$ cat src/rtl/memory_ctrl.sv
// rtl/memory_ctrl.sv - RISC-V load/store unit between execute stage and synchronous SRAM (optional MEMORY_CTRL_TIMEOUT_EN ack timeout)
module memory_ctrl #(
    parameter int random_errors = 0
) (
    input  logic        clk,
    input  logic        rst,
    input  logic [3:0]  instr,
    input  logic [31:0] op1,
    input  logic [31:0] op2,
    input  logic [31:0] op3,
    input  logic        enable,
    output logic [31:0] result,
    output logic        result_valid,
    output logic [31:0] address,
    output logic        read_enable,
    input  logic [31:0] read_data,
    input  logic        read_ack,
    output logic        write_enable,
    output logic [3:0]  write_byte_enable,
    output logic [31:0] write_data,
    input  logic        write_ack
);

    // Opcode encoding of the instr bus; every other code is not a memory op.
    localparam logic [3:0] OP_LB  = 4'd1;
    localparam logic [3:0] OP_LH  = 4'd2;
    localparam logic [3:0] OP_LW  = 4'd3;
    localparam logic [3:0] OP_LBU = 4'd4;
    localparam logic [3:0] OP_LHU = 4'd5;
    localparam logic [3:0] OP_SB  = 4'd6;
    localparam logic [3:0] OP_SH  = 4'd7;
    localparam logic [3:0] OP_SW  = 4'd8;

    localparam bit ERR_EN = (random_errors != 0);

    typedef enum logic [1:0] {
        S_IDLE    = 2'd0,
        S_RD      = 2'd1,
        S_RD_DATA = 2'd2,
        S_WR      = 2'd3
    } state_t;

    state_t      state_q;
    logic [3:0]  instr_q;
    logic [1:0]  lane_q;
    logic [31:0] result_q;
    logic        result_valid_q;
    logic [31:0] address_q;
    logic        read_enable_q;
    logic        write_enable_q;
    logic [3:0]  be_q;
    logic [31:0] wdata_q;
    logic [1:0]  err_cnt_q;
`ifdef MEMORY_CTRL_TIMEOUT_EN
    logic [3:0]  wait_cnt_q;
`endif

    logic [31:0] ea_d;
    logic [1:0]  lane_d;
    logic        is_load_d;
    logic        is_store_d;
    logic        misaligned_d;
    logic [3:0]  be_d;
    logic [31:0] wdata_d;
    logic [7:0]  ld_byte_d;
    logic [15:0] ld_half_d;
    logic [31:0] load_d;
    logic [31:0] load_final_d;

    // Decode the incoming request: effective address, op class, alignment and store lanes.
    always_comb begin
        ea_d         = op1 + op2;
        lane_d       = ea_d[1:0];
        is_load_d    = 1'b0;
        is_store_d   = 1'b0;
        misaligned_d = 1'b0;
        be_d         = 4'b0000;
        wdata_d      = 32'd0;
        case (instr)
            OP_LB, OP_LBU: begin
                is_load_d = 1'b1;
            end
            OP_LH, OP_LHU: begin
                is_load_d    = 1'b1;
                misaligned_d = lane_d[0];
            end
            OP_LW: begin
                is_load_d    = 1'b1;
                misaligned_d = (lane_d != 2'b00);
            end
            OP_SB: begin
                is_store_d = 1'b1;
                be_d       = 4'b0001 << lane_d;
                wdata_d    = {4{op3[7:0]}};
            end
            OP_SH: begin
                is_store_d   = 1'b1;
                misaligned_d = lane_d[0];
                be_d         = lane_d[1] ? 4'b1100 : 4'b0011;
                wdata_d      = {2{op3[15:0]}};
            end
            OP_SW: begin
                is_store_d   = 1'b1;
                misaligned_d = (lane_d != 2'b00);
                be_d         = 4'b1111;
                wdata_d      = op3;
            end
            default: begin
                is_load_d  = 1'b0;
                is_store_d = 1'b0;
            end
        endcase
    end

    // Pick the addressed byte/half out of the returned word and extend it.
    always_comb begin
        ld_byte_d = read_data[{lane_q, 3'b000} +: 8];
        ld_half_d = lane_q[1] ? read_data[31:16] : read_data[15:0];
        case (instr_q)
            OP_LB:   load_d = {{24{ld_byte_d[7]}}, ld_byte_d};
            OP_LBU:  load_d = {24'd0, ld_byte_d};
            OP_LH:   load_d = {{16{ld_half_d[15]}}, ld_half_d};
            OP_LHU:  load_d = {16'd0, ld_half_d};
            default: load_d = read_data;
        endcase
        load_final_d = load_d;
        if (ERR_EN && (err_cnt_q == 2'd3)) begin
            load_final_d[0] = ~load_d[0];
        end
    end

    // Request sequencer with registered memory-side and result outputs.
    always_ff @(posedge clk) begin
        if (rst) begin
            state_q        <= S_IDLE;
            instr_q        <= 4'd0;
            lane_q         <= 2'd0;
            result_q       <= 32'd0;
            result_valid_q <= 1'b0;
            address_q      <= 32'd0;
            read_enable_q  <= 1'b0;
            write_enable_q <= 1'b0;
            be_q           <= 4'd0;
            wdata_q        <= 32'd0;
            err_cnt_q      <= 2'd0;
`ifdef MEMORY_CTRL_TIMEOUT_EN
            wait_cnt_q     <= 4'd0;
`endif
        end else begin
            result_valid_q <= 1'b0;
            case (state_q)
                S_IDLE: begin
                    if (enable && (is_load_d || is_store_d)) begin
                        instr_q <= instr;
                        lane_q  <= lane_d;
`ifdef MEMORY_CTRL_TIMEOUT_EN
                        wait_cnt_q <= 4'd0;
`endif
                        if (misaligned_d) begin
                            // Misaligned access never reaches memory; complete at once with zero.
                            result_q       <= 32'd0;
                            result_valid_q <= 1'b1;
                        end else if (is_load_d) begin
                            address_q     <= ea_d;
                            read_enable_q <= 1'b1;
                            state_q       <= S_RD;
                        end else begin
                            address_q      <= ea_d;
                            write_enable_q <= 1'b1;
                            be_q           <= be_d;
                            wdata_q        <= wdata_d;
                            state_q        <= S_WR;
                        end
                    end
                end
                S_RD: begin
                    if (read_ack) begin
                        read_enable_q <= 1'b0;
                        state_q       <= S_RD_DATA;
                    end
`ifdef MEMORY_CTRL_TIMEOUT_EN
                    else if (wait_cnt_q == 4'hF) begin
                        read_enable_q  <= 1'b0;
                        result_q       <= 32'hDEAD_BEEF;
                        result_valid_q <= 1'b1;
                        state_q        <= S_IDLE;
                    end else begin
                        wait_cnt_q <= wait_cnt_q + 4'd1;
                    end
`endif
                end
                S_RD_DATA: begin
                    // Memory word is valid the cycle after the accepted read.
                    result_q       <= load_final_d;
                    result_valid_q <= 1'b1;
                    err_cnt_q      <= err_cnt_q + 2'd1;
                    state_q        <= S_IDLE;
                end
                S_WR: begin
                    if (write_ack) begin
                        write_enable_q <= 1'b0;
                        be_q           <= 4'd0;
                        result_q       <= 32'd0;
                        result_valid_q <= 1'b1;
                        state_q        <= S_IDLE;
                    end
`ifdef MEMORY_CTRL_TIMEOUT_EN
                    else if (wait_cnt_q == 4'hF) begin
                        write_enable_q <= 1'b0;
                        be_q           <= 4'd0;
                        result_q       <= 32'hDEAD_BEEF;
                        result_valid_q <= 1'b1;
                        state_q        <= S_IDLE;
                    end else begin
                        wait_cnt_q <= wait_cnt_q + 4'd1;
                    end
`endif
                end
                default: begin
                    state_q <= S_IDLE;
                end
            endcase
        end
    end

    assign result            = result_q;
    assign result_valid      = result_valid_q;
    assign address           = address_q;
    assign read_enable       = read_enable_q;
    assign write_enable      = write_enable_q;
    assign write_byte_enable = be_q;
    assign write_data        = wdata_q;

endmodule

$ cat config.mk
export PLATFORM = sky130hd
export DESIGN_NAME = memory_ctrl
export DESIGN_NICKNAME = d
export VERILOG_FILES = /design/src/rtl/memory_ctrl.sv
export SDC_FILE = /design/constraint.sdc
export NUM_CORES = 1
export LEC_CHECK = 0
export CAP_MARGIN = 5
export CORE_ASPECT_RATIO = 1.2
export CORE_UTILIZATION = 38
export CTS_CLUSTER_DIAMETER = 120
export CTS_CLUSTER_SIZE = 8
export DETAILED_ROUTE_END_ITERATION = 8
export PLACE_DENSITY_LB_ADDON = 0.05
export SLEW_MARGIN = 20
export SYNTH_ARGS = -nofsm -noshare
export SYNTH_HDL_FRONTEND = slang
export SYNTH_SLANG_ARGS = --single-unit
$ cat constraint.sdc
create_clock -name clk -period 2.6 [get_ports clk]
set_clock_uncertainty 0.05 [all_clocks]
set_input_delay 0.26 -clock clk [delete_from_list [all_inputs] [get_ports clk]]
set_output_delay 0.26 -clock clk [all_outputs]
set_load 0.02 [all_outputs]
==> parameters.txt, run 1 <==
Parameter                              Value

Global routing
  GR Overflow Total    0
  Largest net degree at the start of global routing    40
  Global-route wire length before repair    34.7 mm
  Met2 layer usage reported by global route    41.7%
  Global route hottest layer    met2
  Total Routing Usage GR    24.1%
  Global routing usage on met3    2.62%
  Vias in the first global route    6959
  Met1 Usage GRT    between 20% and 30%
  Antenna violations before repair    1

Cells and area
  Count of placed standard cells in the final layout, fillers left out    ~1300
  Final-stage net count    1291
  FILL cells    1641
  Proportion of layout cells with a drive suffix above 1    12.2%
  Area of all placed cells without fillers    10100 sq um
  FF+latch area    approximately 2200 sq um
  Footprint of the multi-input gates    4180 sq um
  Final cell utilization of the core    between 50 and 60%
  Layout area overhead    49.7%

Clock tree
  CTS root buf    sky130_fd_sc_hd__clkbuf_16
  Clock edge transition at the registers on the reported setup and hold paths    0.08 ns
  Post CTS Setup Buffer Count    0
  Clock sink total    111
  Clock latency on the worst-skew pair    0.35 ns
  Total CTS buffers    9
  H-Tree Level Count    3
  Clock buffer depth    2
  Clock tree from TritonCTS    built

Placed design
  DP Area    9740 sq um
  Global placement routability congestion    0.836
  Post-placement cell count    1327
  Half-perimeter wire length after detailed placement    16.8 mm
  Number of port buffers    239

Power and ir drop
  Fraction of power spent switching nets    a little under a third
  Lkg Pwr    3.76 nW
  Ratio of total power to cell area    513 nW/um^2
  Clock Power Share    29.6%
  Reg power frac    between 30% and 40%
  Cell internal pwr    between 3 and 4 mW
  Portion of total power attributed to combinational logic    33.7%
  Tot Pwr    roughly 5.2 mW
  VDD IR max    ~0.4 mV
  Total net switching power    1.62 mW

Floorplan
  Horizontal extent of the die    around 120 um
  Die boundary height    148 um
  Rows    52
  Core Region    17100 sq um
  Ports    240
  Area enclosed by the die boundary    18300 sq um
  Starting density of the core    39.4%

Logic synthesis
  Synth top area share    33.0%
  Share of synthesized cell area in full adder, half adder and majority cells    6.06%
  Synth Area in XOR/XNOR    2.99%
  Simple-gate share of the synthesized area    between 20% and 30%
  Synth top cells by count    sky130_fd_sc_hd__dfxtp_1 (111), sky130_fd_sc_hd__nand2_1 (104), sky130_fd_sc_hd__a21oi_1 (98), sky130_fd_sc_hd__nor2_1 (78), sky130_fd_sc_hd__o21ai_0 (68)
  Prevailing post-synth register cell    sky130_fd_sc_hd__dfxtp_1
  Async S/R FF share, synth    0%
  Library cell with the highest instance count after synthesis    sky130_fd_sc_hd__dfxtp_1
  Proportion of synthesized area in mux cells    4.09%
  Gate count after technology mapping    844
  Yosys synthesis warning count    0
  Number of register bits inferred by synthesis    111
  EDFF count, synth    0
  Synthesized-area fraction occupied by ao, oa, aoi and oai cells    27.1%
  Proportion of synthesized chip area in sequential cells    33.0%
  Avg Inst Size Synth    7.98 sq um
  Synthesized netlist net count    1013
  Main combinational cell family by area after synthesis    compound AO/OA/AOI/OAI gates
  Synth area leader    sky130_fd_sc_hd__dfxtp_1
  Count of unique library cells instantiated by Yosys    86
  Cell area after synthesis    between 6000 and 7000 sq um
  Synth top area cells    sky130_fd_sc_hd__dfxtp_1 (33%), sky130_fd_sc_hd__a21oi_1 (7.3%), sky130_fd_sc_hd__nand2_1 (5.8%)

Critical path
  Depth of the worst register-to-register path    7
  Class of the most critical setup path    input port to flip-flop
  Required time of the critical path    2.80 ns
  Arrival time at the worst endpoint    about 2.7 ns
  Highest fanout seen on the critical path    4
  Endpoint class of the critical path    flip-flop
  Kind of launch point of the worst setup path    input port

Drt
  DRT iter0 DRCs    roughly 370
  Number of nets with antenna violations after detailed routing    0
  Routed vias    7152
  Post-detailed-route wirelength per cell    ~16 um
  Total routed wirelength    21.6 mm
  Number of search-and-repair iterations in the first detailed-routing pass    4
  DR DRC count    0
  Vias/cell    between 5 and 6

Worst hold path
  Kind of path behind the tightest hold check    input port to flip-flop
  Hold Crit Depth    2

Timing
  Post-layout min period    2.46 ns
  RSZ-0062 raised after global routing    no
  Actual slew at the worst max-slew pin    0.860 ns
  Final worst-path cycle share    94.7%
  Relative slew slack    42.5%
  Number of hold violations in the final report    0
  Maximum clock frequency    0.406 GHz
  Setup violation total in the final timing report    0
  Slew Viols, Final    0

Job
  Max cap viols    0

Run status
  Run status    finished clean
## cells in the final DEF (no fill, tap or decap), types with 3 or more instances in the layout
cell type                         Yosys  layout
sky130_fd_sc_hd__nand2_1            104     104
sky130_fd_sc_hd__a31oi_1              4       4
sky130_fd_sc_hd__and2_1               5       5
sky130_fd_sc_hd__a311o_1              3       3
sky130_fd_sc_hd__nand4_1              7       7
sky130_fd_sc_hd__a211oi_1             7       7
sky130_fd_sc_hd__a21oi_2              3       3
sky130_fd_sc_hd__nor2_1              78      78
sky130_fd_sc_hd__ha_1                31      30
sky130_fd_sc_hd__clkbuf_16            0       9
sky130_fd_sc_hd__inv_1                8       8
sky130_fd_sc_hd__o211ai_1             7       7
sky130_fd_sc_hd__nor2b_1             17      17
sky130_fd_sc_hd__o21ai_1              4       4
sky130_fd_sc_hd__or4_1                3       3
sky130_fd_sc_hd__clkdlybuf4s50_1      0     236
sky130_fd_sc_hd__a21oi_1             98      98
sky130_fd_sc_hd__o2111ai_1            3       3
sky130_fd_sc_hd__buf_4                5      79
sky130_fd_sc_hd__o21a_1              10      10
sky130_fd_sc_hd__a21o_1              13      13
sky130_fd_sc_hd__xor2_1              11      11
sky130_fd_sc_hd__nand3_1             23      23
sky130_fd_sc_hd__a221oi_1            24      24
sky130_fd_sc_hd__o21bai_1             5       5
sky130_fd_sc_hd__xnor2_1             12      12
sky130_fd_sc_hd__o21ai_0             68      68
sky130_fd_sc_hd__mux2_2               9       9
sky130_fd_sc_hd__nor3_1              37      37
sky130_fd_sc_hd__mux2i_1             11      11
sky130_fd_sc_hd__dfxtp_1            111     111
sky130_fd_sc_hd__and3_1               3       3
sky130_fd_sc_hd__buf_12               0       4
sky130_fd_sc_hd__o221ai_1             7       7
sky130_fd_sc_hd__nand2b_1             8       8
## final timing paths
kind                                 from                        to  slack, ns
setup / recovery                   op1[1]  address[28]$_SDFFE_PP0P_       0.14
hold / removal                        rst   instr_q[1]$_SDFFE_PP0P_       0.23
setup reg to reg   lane_q[0]$_SDFFE_PP0P_   result[25]$_SDFFE_PP0P_       0.36
hold reg to reg   result[14]$_SDFFE_PP0P_   result[14]$_SDFFE_PP0P_       0.40
## routing by layer
layer	up-vias	part of all wire, %
met1	3255	42
met3	45	4.7
met2	222	49
met5	-	0
met4	0	3.6
li1	3630	-
## cells by family after synthesis
kind of cell / count (synthesis)
multiplexers: 24
AO/OA/AOI/OAI: 283
XOR/XNOR: 23
flip-flops: 111
AND/OR/NAND/NOR: 308
buffers and inverters: 63
adder cells (fa/ha/maj): 32
## layout make-up
cell class                 instances  share of cell area [%]
antenna                            1                  0.0248
sequential                       111                    22.0
timing repair buffer             321                    30.4
multi-input combinational        670                    41.4
clock inverter                     3                   0.670
tap                              216                    2.68
inverter                           9                   0.335
clock buffer                      12                    2.45
## metrics by stage
step | TNS (ns) | hold slack, ns | worst slack, ns
floorplan | 0 | 0.306 | 0.145
CTS | 0 | 0.227 | 0.0185
global placement | -11.66 | 0.386 | -0.332
detailed placement | -12.41 | 0.389 | -0.366
global route | 0 | 0.249 | 0.00350
finish | 0 | 0.233 | 0.137
## state kept, by name, indices dropped and copies added (netlist names)
| signal | flops |
|---|---|
| address | 32 |
| instr_q | 4 |
| lane_q | 2 |
| read_enable | 1 |
| result | 32 |
| result_valid | 1 |
| state_q | 2 |
| write_byte_enable | 4 |
| write_data | 32 |
| write_enable | 1 |
## power groups by stage
| stage | sequential, mW | clock, mW | combinational (mW) |
|---|---|---|---|
| after floorplan | 2.06 | 0 | 0.819 |
| after global placement | 1.93 | 0 | 1.73 |
| after detailed placement | 1.93 | 0 | 1.74 |
| after CTS | 1.90 | 1.56 | 1.75 |
| after global routing | 1.91 | 1.63 | 1.90 |
| final | 1.90 | 1.53 | 1.74 |
## timing repair
item	in CTS	in global routing
hold buffers	0	0
setup endpoints to repair	0	9
resized for setup	0	6
## worst max-delay path, stage by stage
cell and delay (ns):
sky130_fd_sc_hd__clkdlybuf4s50_1 0.46, sky130_fd_sc_hd__fa_2 0.41, sky130_fd_sc_hd__a21o_1 0.18, sky130_fd_sc_hd__a221oi_2 0.30
sky130_fd_sc_hd__a21oi_2 0.13, sky130_fd_sc_hd__a311o_1 0.45, sky130_fd_sc_hd__a41oi_2 0.23, sky130_fd_sc_hd__xor2_1 0.18
sky130_fd_sc_hd__o21ai_1 0.07
Power figures use the tool's default switching activity.
==> inputs of run 2 (changes only) <==
--- a/config.mk
+++ b/config.mk
@@ -11,7 +11,7 @@
 export CTS_CLUSTER_DIAMETER = 120
 export CTS_CLUSTER_SIZE = 8
 export DETAILED_ROUTE_END_ITERATION = 8
-export PLACE_DENSITY_LB_ADDON = 0.05
+export PLACE_DENSITY = 0.81
 export SLEW_MARGIN = 20
 export SYNTH_ARGS = -nofsm -noshare
 export SYNTH_HDL_FRONTEND = slang
==> parameters.txt, run 2 (synthesized netlist as in run 1, its figures left out) <==
Parameter                              Value

Drt
  Vias/cell    5.55 (+4.3%)
  Post-detailed-route wirelength per cell    16.7 um (+4.0%)
  DRT iter0 DRCs    409 (+11%)
  Number of nets with antenna violations after detailed routing    0 (unchanged)
  Routed vias    7419 (+3.7%)
  DR DRC count    0 (unchanged)
  Number of search-and-repair iterations in the first detailed-routing pass    5 (+1)
  Total routed wirelength    22.3 mm (+3.4%)

Power and ir drop
  Lkg Pwr    3.71 nW (-1.3%)
  VDD IR max    0.328 mV (-18%)
  Ratio of total power to cell area    508 nW/um^2 (-0.90%)

Floorplan
  Core Region    17100 sq um (unchanged)
  Horizontal extent of the die    124 um (unchanged)
  Ports    240 (unchanged)
  Starting density of the core    39.4% (unchanged)
  Die boundary height    148 um (unchanged)
  Area enclosed by the die boundary    18300 sq um (unchanged)
  Rows    52 (unchanged)

Clock tree
  Clock buffer depth    2 (unchanged)
  Clock tree from TritonCTS    built
  Clock edge transition at the registers on the reported setup and hold paths    0.07 ns (about the same)
  H-Tree Level Count    3 (unchanged)
  Clock latency on the worst-skew pair    0.35 ns (about the same)
  Total CTS buffers    9 (unchanged)
  CTS root buf    sky130_fd_sc_hd__clkbuf_16
  Post-CTS Hold Fix Bufs    0 (unchanged)
  Clock sink total    111 (unchanged)

Critical path
  Reg-to-Reg End    result[19]$_SDFFE_PP0P_
  Depth of the worst register-to-register path    7 (unchanged)
  Class of the most critical setup path    input port to flip-flop
  Kind of launch point of the worst setup path    input port
  Worst R2R Setup Slack    0.34 ns (-0.02 ns)
  Worst r2r src    lane_q[0]$_SDFFE_PP0P_
  Arrival time at the worst endpoint    2.76 ns (+0.10 ns)
  Endpoint class of the critical path    flip-flop
  Highest fanout seen on the critical path    5 (+1)
  Required time of the critical path    2.83 ns (+0.03 ns)

Worst hold path
  Hold path startpoint    rst
  Hold Path Sink    result[21]$_SDFFE_PP0P_
  Hold Crit Depth    2 (unchanged)
  Kind of path behind the tightest hold check    input port to flip-flop

Cells and area
  Area of all placed cells without fillers    10000 sq um (-0.50%)
  Layout area overhead    48.9%
  FILL cells    1509 (-8.0%)
  Final cell utilization of the core    58.6% (-0.29 points)
  Final-stage net count    1283 (-0.62%)
  Most common cell after layout, fill and taps aside    sky130_fd_sc_hd__clkdlybuf4s50_1
  Most used cells in the layout excluding fill and tap cells    sky130_fd_sc_hd__clkdlybuf4s50_1 (237), sky130_fd_sc_hd__dfxtp_1 (111), sky130_fd_sc_hd__nand2_1 (104)
  Proportion of layout cells with a drive suffix above 1    11.9% (-0.28 points)

Timing
  Actual slew at the worst max-slew pin    0.903 ns (+0.0429 ns)
  Final worst-path cycle share    97.2% (+2.5 points)
  Number of hold violations in the final report    0 (unchanged)
  Setup violation total in the final timing report    0 (unchanged)
  Relative slew slack    39.6% (-2.9 points)
  Slew Viols, Final    0 (unchanged)
  Maximum clock frequency    0.396 GHz (-2.6%)
  Post-layout min period    2.53 ns (+0.0649 ns)

Run status
  Run status    finished clean

Global routing
  Global-route wire length before repair    34.5 mm (-0.52%)
  Antenna violations before repair    1 (unchanged)
  Total Routing Usage GR    24.0% (-0.085 points)
  Largest net degree at the start of global routing    51 (+28%)
  Vias in the first global route    7098 (+2.0%)
  GR Overflow Total    0 (unchanged)

Placed design
  Global placement routability congestion    0.910 (+9.0%)
  Half-perimeter wire length after detailed placement    17.0 mm (+1.3%)
  DP Area    9670 sq um (-0.72%)
  Number of port buffers    239 (unchanged)

Job
  Max cap viols    0 (unchanged)
[run 2: cell types whose count changed in the layout (fill, tap and decap cells not counted), sizes merged]
cell,delta
buf,-8
clkinvlp,+2
bufinv,-1
clkbuf,-1
clkdlybuf4s50,+1
clkinv,+1
dlymetal6s2s,-1
[run 2: worst max-delay path, stage by stage]
cell and delay [ns]:
sky130_fd_sc_hd__clkdlybuf4s50_1 0.41, sky130_fd_sc_hd__ha_2 0.21, sky130_fd_sc_hd__fa_2 0.35, sky130_fd_sc_hd__a21o_1 0.21, sky130_fd_sc_hd__a221oi_2 0.22, sky130_fd_sc_hd__buf_4 0.15
sky130_fd_sc_hd__a21oi_2 0.09, sky130_fd_sc_hd__a31o_4 0.29, sky130_fd_sc_hd__a21o_1 0.18, sky130_fd_sc_hd__mux2_1 0.31, sky130_fd_sc_hd__o221ai_1 0.07
[run 2: per-stage QoR]
stage	std cells	hold slack (ns)	power (mW)	TNS (ns)	setup WS, ns
4_1_cts	1333	0.346	5.09	0	0.0358
6_report	1336	0.367	5.09	0	0.0724
5_1_grt	1336	0.378	5.33	-0.0142	-0.00950
3_3_place_gp	1316	0.388	3.63	-10.70	-0.365
2_1_floorplan	844	0.306	2.88	0	0.145
3_5_place_dp	1316	0.392	3.66	-12.62	-0.430
[run 2: worst max path at each step]
stage	start	to	cells after the start
floorplan	op1[0]	address[24]$_SDFFE_PP0P_	9
CTS	op1[0]	address[28]$_SDFFE_PP0P_	11
finish	op1[0]	address[30]$_SDFFE_PP0P_	11
detailed placement	op1[0]	address[24]$_SDFFE_PP0P_	11
global route	op1[1]	address[29]$_SDFFE_PP0P_	11
global placement	op1[0]	address[24]$_SDFFE_PP0P_	11
[run 2: layer usage]
metal | GRT usage, % | routed length, um
met4 | 13.3 | 926
met1 | 28.1 | 9060
met5 | 0 | 0
met2 | 41.7 | 11100
met3 | 2.82 | 1220
[run 2: cell type report]
| cell class | count | area [sq um] | share of cell area (%) |
|---|---|---|---|
| well taps | 216 | 270 | 2.69 |
| clock buffers | 11 | 243 | 2.42 |
| repair buffers | 313 | 3010 | 30.0 |
| multi-input cells | 670 | 4190 | 41.8 |
| flip-flops and latches | 111 | 2220 | 22.2 |
| diodes | 1 | 2.50 | 0.0250 |
| clock inverters | 5 | 57.6 | 0.574 |
| inverters | 9 | 33.8 | 0.337 |
[run 2: what timing repair did]
item / in CTS / in global routing
endpoints found under the setup margin: 3 / 7
setup buffers: 1 / 2
pin swaps: 2 / 6
gates resized for setup: 3 / 5
[run 2: where the power goes]
group	internal, mW	switching [mW]
clock network	0.774	0.666
registers	1.82	0.0805
logic	0.855	0.900
==> inputs of run 3 (changes only) <==
--- a/config.mk
+++ b/config.mk
@@ -7,6 +7,7 @@
 export LEC_CHECK = 0
 export CAP_MARGIN = 5
 export CORE_ASPECT_RATIO = 1.2
+export CORE_MARGIN = 1.5
 export CORE_UTILIZATION = 38
 export CTS_CLUSTER_DIAMETER = 120
 export CTS_CLUSTER_SIZE = 8
==> parameters.txt, run 3 (synthesized netlist as in run 1, its figures left out) <==
Parameter                              Value

Global routing
  Global route hottest layer    met2
  Met2 layer usage reported by global route    40.4% (-1.3 points)
  Antenna violations before repair    1 (unchanged)
  Total Routing Usage GR    22.8% (-1.2 points)
  Met1 Usage GRT    27.3% (-0.82 points)
  GR Overflow Total    0 (unchanged)
  Global routing usage on met3    3.62% (+0.81 points)
  Vias in the first global route    7071 (-0.38%)
  Largest net degree at the start of global routing    38 (-25%)
  Global-route wire length before repair    35.0 mm (+1.4%)

Cells and area
  Layout area overhead    49.2%
  FILL cells    1584 (+5.0%)
  Most used cells in the layout excluding fill and tap cells    sky130_fd_sc_hd__clkdlybuf4s50_1 (235), sky130_fd_sc_hd__dfxtp_1 (111), sky130_fd_sc_hd__nand2_1 (104)
  Final-stage net count    1287 (+0.31%)
  Proportion of layout cells with a drive suffix above 1    12.1% (+0.22 points)
  Final cell utilization of the core    57.6% (-1.0 points)
  Most common cell after layout, fill and taps aside    sky130_fd_sc_hd__clkdlybuf4s50_1

Placed design
  Half-perimeter wire length after detailed placement    17.1 mm (+0.83%)
  Global placement routability congestion    0.911 (+0.12%)
  Number of port buffers    239 (unchanged)

Drt
  Number of nets with antenna violations after detailed routing    0 (unchanged)
  Post-detailed-route wirelength per cell    16.5 um (-1.5%)
  Vias/cell    5.57 (+0.36%)
  DR DRC count    0 (unchanged)
  DRT iter0 DRCs    389 (-4.9%)
  Total routed wirelength    22.1 mm (-0.94%)
  Routed vias    7490 (+0.96%)
  Number of search-and-repair iterations in the first detailed-routing pass    5 (unchanged)

Power and ir drop
  VDD IR max    0.334 mV (+1.8%)
  Ratio of total power to cell area    510 nW/um^2 (+0.43%)
  Lkg Pwr    3.74 nW (+0.95%)

Timing
  Setup violation total in the final timing report    0 (unchanged)
  RSZ-0062 raised after global routing    no
  Final worst-path cycle share    97.0% (-0.21 points)
  Actual slew at the worst max-slew pin    0.840 ns (-0.0626 ns)
  Relative slew slack    43.8% (+4.2 points)
  Maximum clock frequency    0.396 GHz (+0.22%)
  Slew Viols, Final    0 (unchanged)
  Number of hold violations in the final report    0 (unchanged)
  Post-layout min period    2.52 ns (-0.00551 ns)
  Total Negative Setup Slacks    0 ns (unchanged)

Floorplan
  Starting density of the core    38.6% (-0.74 points)
  Die boundary height    149 um (+0.68%)
  Horizontal extent of the die    125 um (+0.81%)
  Rows    53 (+1.9%)
  Ports    240 (unchanged)
  Core Region    17400 sq um (+1.9%)
  Area enclosed by the die boundary    18500 sq um (+1.5%)

Critical path
  Endpoint class of the critical path    flip-flop
  Highest fanout seen on the critical path    5 (unchanged)
  Required time of the critical path    2.84 ns (about the same)
  Class of the most critical setup path    input port to flip-flop
  Kind of launch point of the worst setup path    input port
  Arrival time at the worst endpoint    2.76 ns (about the same)

Job
  Max cap viols    0 (unchanged)

Clock tree
  Clock sink total    111 (unchanged)
  Total CTS buffers    9 (unchanged)
  H-Tree Level Count    3 (unchanged)
  Clock latency on the worst-skew pair    0.35 ns (about the same)
  CTS root buf    sky130_fd_sc_hd__clkbuf_16
  Clock edge transition at the registers on the reported setup and hold paths    0.08 ns (about the same)
  Clock tree from TritonCTS    built
  Clock buffer depth    2 (unchanged)

Worst hold path
  Kind of path behind the tightest hold check    input port to flip-flop

Run status
  Run status    finished clean
[run 3: report_power, final]
group / total (mW) / internal [mW] / switching (mW)
clock network: 1.48 / 0.772 / 0.709
logic: 1.74 / 0.848 / 0.895
registers: 1.90 / 1.82 / 0.0813
total: 5.12 / 3.44 / 1.69
[run 3: routing by layer]
| layer | vias to the layer above | share of wire (%) |
|---|---|---|
| li1 | 3623 | - |
| met1 | 3508 | 41 |
| met2 | 305 | 50 |
| met3 | 54 | 5.3 |
| met4 | 0 | 3.7 |
| met5 | - | 0 |
[run 3: final timing paths]
| path | from | to | slack [ns] | cells after the start |
|---|---|---|---|---|
| max | op2[1] | address[23]$_SDFFE_PP0P_ | 0.08 | 10 |
| min | rst | address[20]$_SDFFE_PP0P_ | 0.14 | 2 |
| max reg2reg | lane_q[0]$_SDFFE_PP0P_ | result[21]$_SDFFE_PP0P_ | 0.38 | 7 |
| min reg2reg | result[14]$_SDFFE_PP0P_ | result[14]$_SDFFE_PP0P_ | 0.40 | 2 |
[run 3: final cells by class]
class / count / area (sq um) / area share, %
multi-input combinational: 670 / 4180 / 41.6
timing repair buffer: 317 / 3020 / 30.1
sequential: 111 / 2220 / 22.1
tap: 220 / 275 / 2.74
clock buffer: 9 / 225 / 2.24
clock inverter: 7 / 86.3 / 0.859
inverter: 9 / 33.8 / 0.336
antenna: 1 / 2.50 / 0.0249
[run 3: what timing repair did]
item,4_1_cts,5_1_grt
buffers inserted,0,2
hold buffers,0,0
resized for setup,0,9
setup endpoints to repair,2,14
pin swaps,2,10
[run 3: per-stage QoR]
stage	worst slack (ns)	cell area, sq um	std cells	power, mW	hold WS (ns)
3_3_place_gp	-0.366	9690	1325	3.63	0.382
5_1_grt	0.00845	10000	1344	5.37	0.146
3_5_place_dp	-0.382	9690	1325	3.65	0.393
2_1_floorplan	0.145	6730	844	2.88	0.306
6_report	0.0779	10000	1344	5.12	0.142
4_1_cts	0.00335	10000	1341	5.13	0.127
[run 3: worst max-delay path: stages]
cell and delay, ns:
sky130_fd_sc_hd__clkdlybuf4s50_1 0.46, sky130_fd_sc_hd__ha_1 0.34, sky130_fd_sc_hd__a211oi_2 0.08, sky130_fd_sc_hd__buf_4 0.14
sky130_fd_sc_hd__nor3_2 0.22, sky130_fd_sc_hd__o311ai_4 0.17, sky130_fd_sc_hd__o31ai_1 0.38, sky130_fd_sc_hd__a21oi_1 0.19
sky130_fd_sc_hd__or4_1 0.43, sky130_fd_sc_hd__o211ai_1 0.09
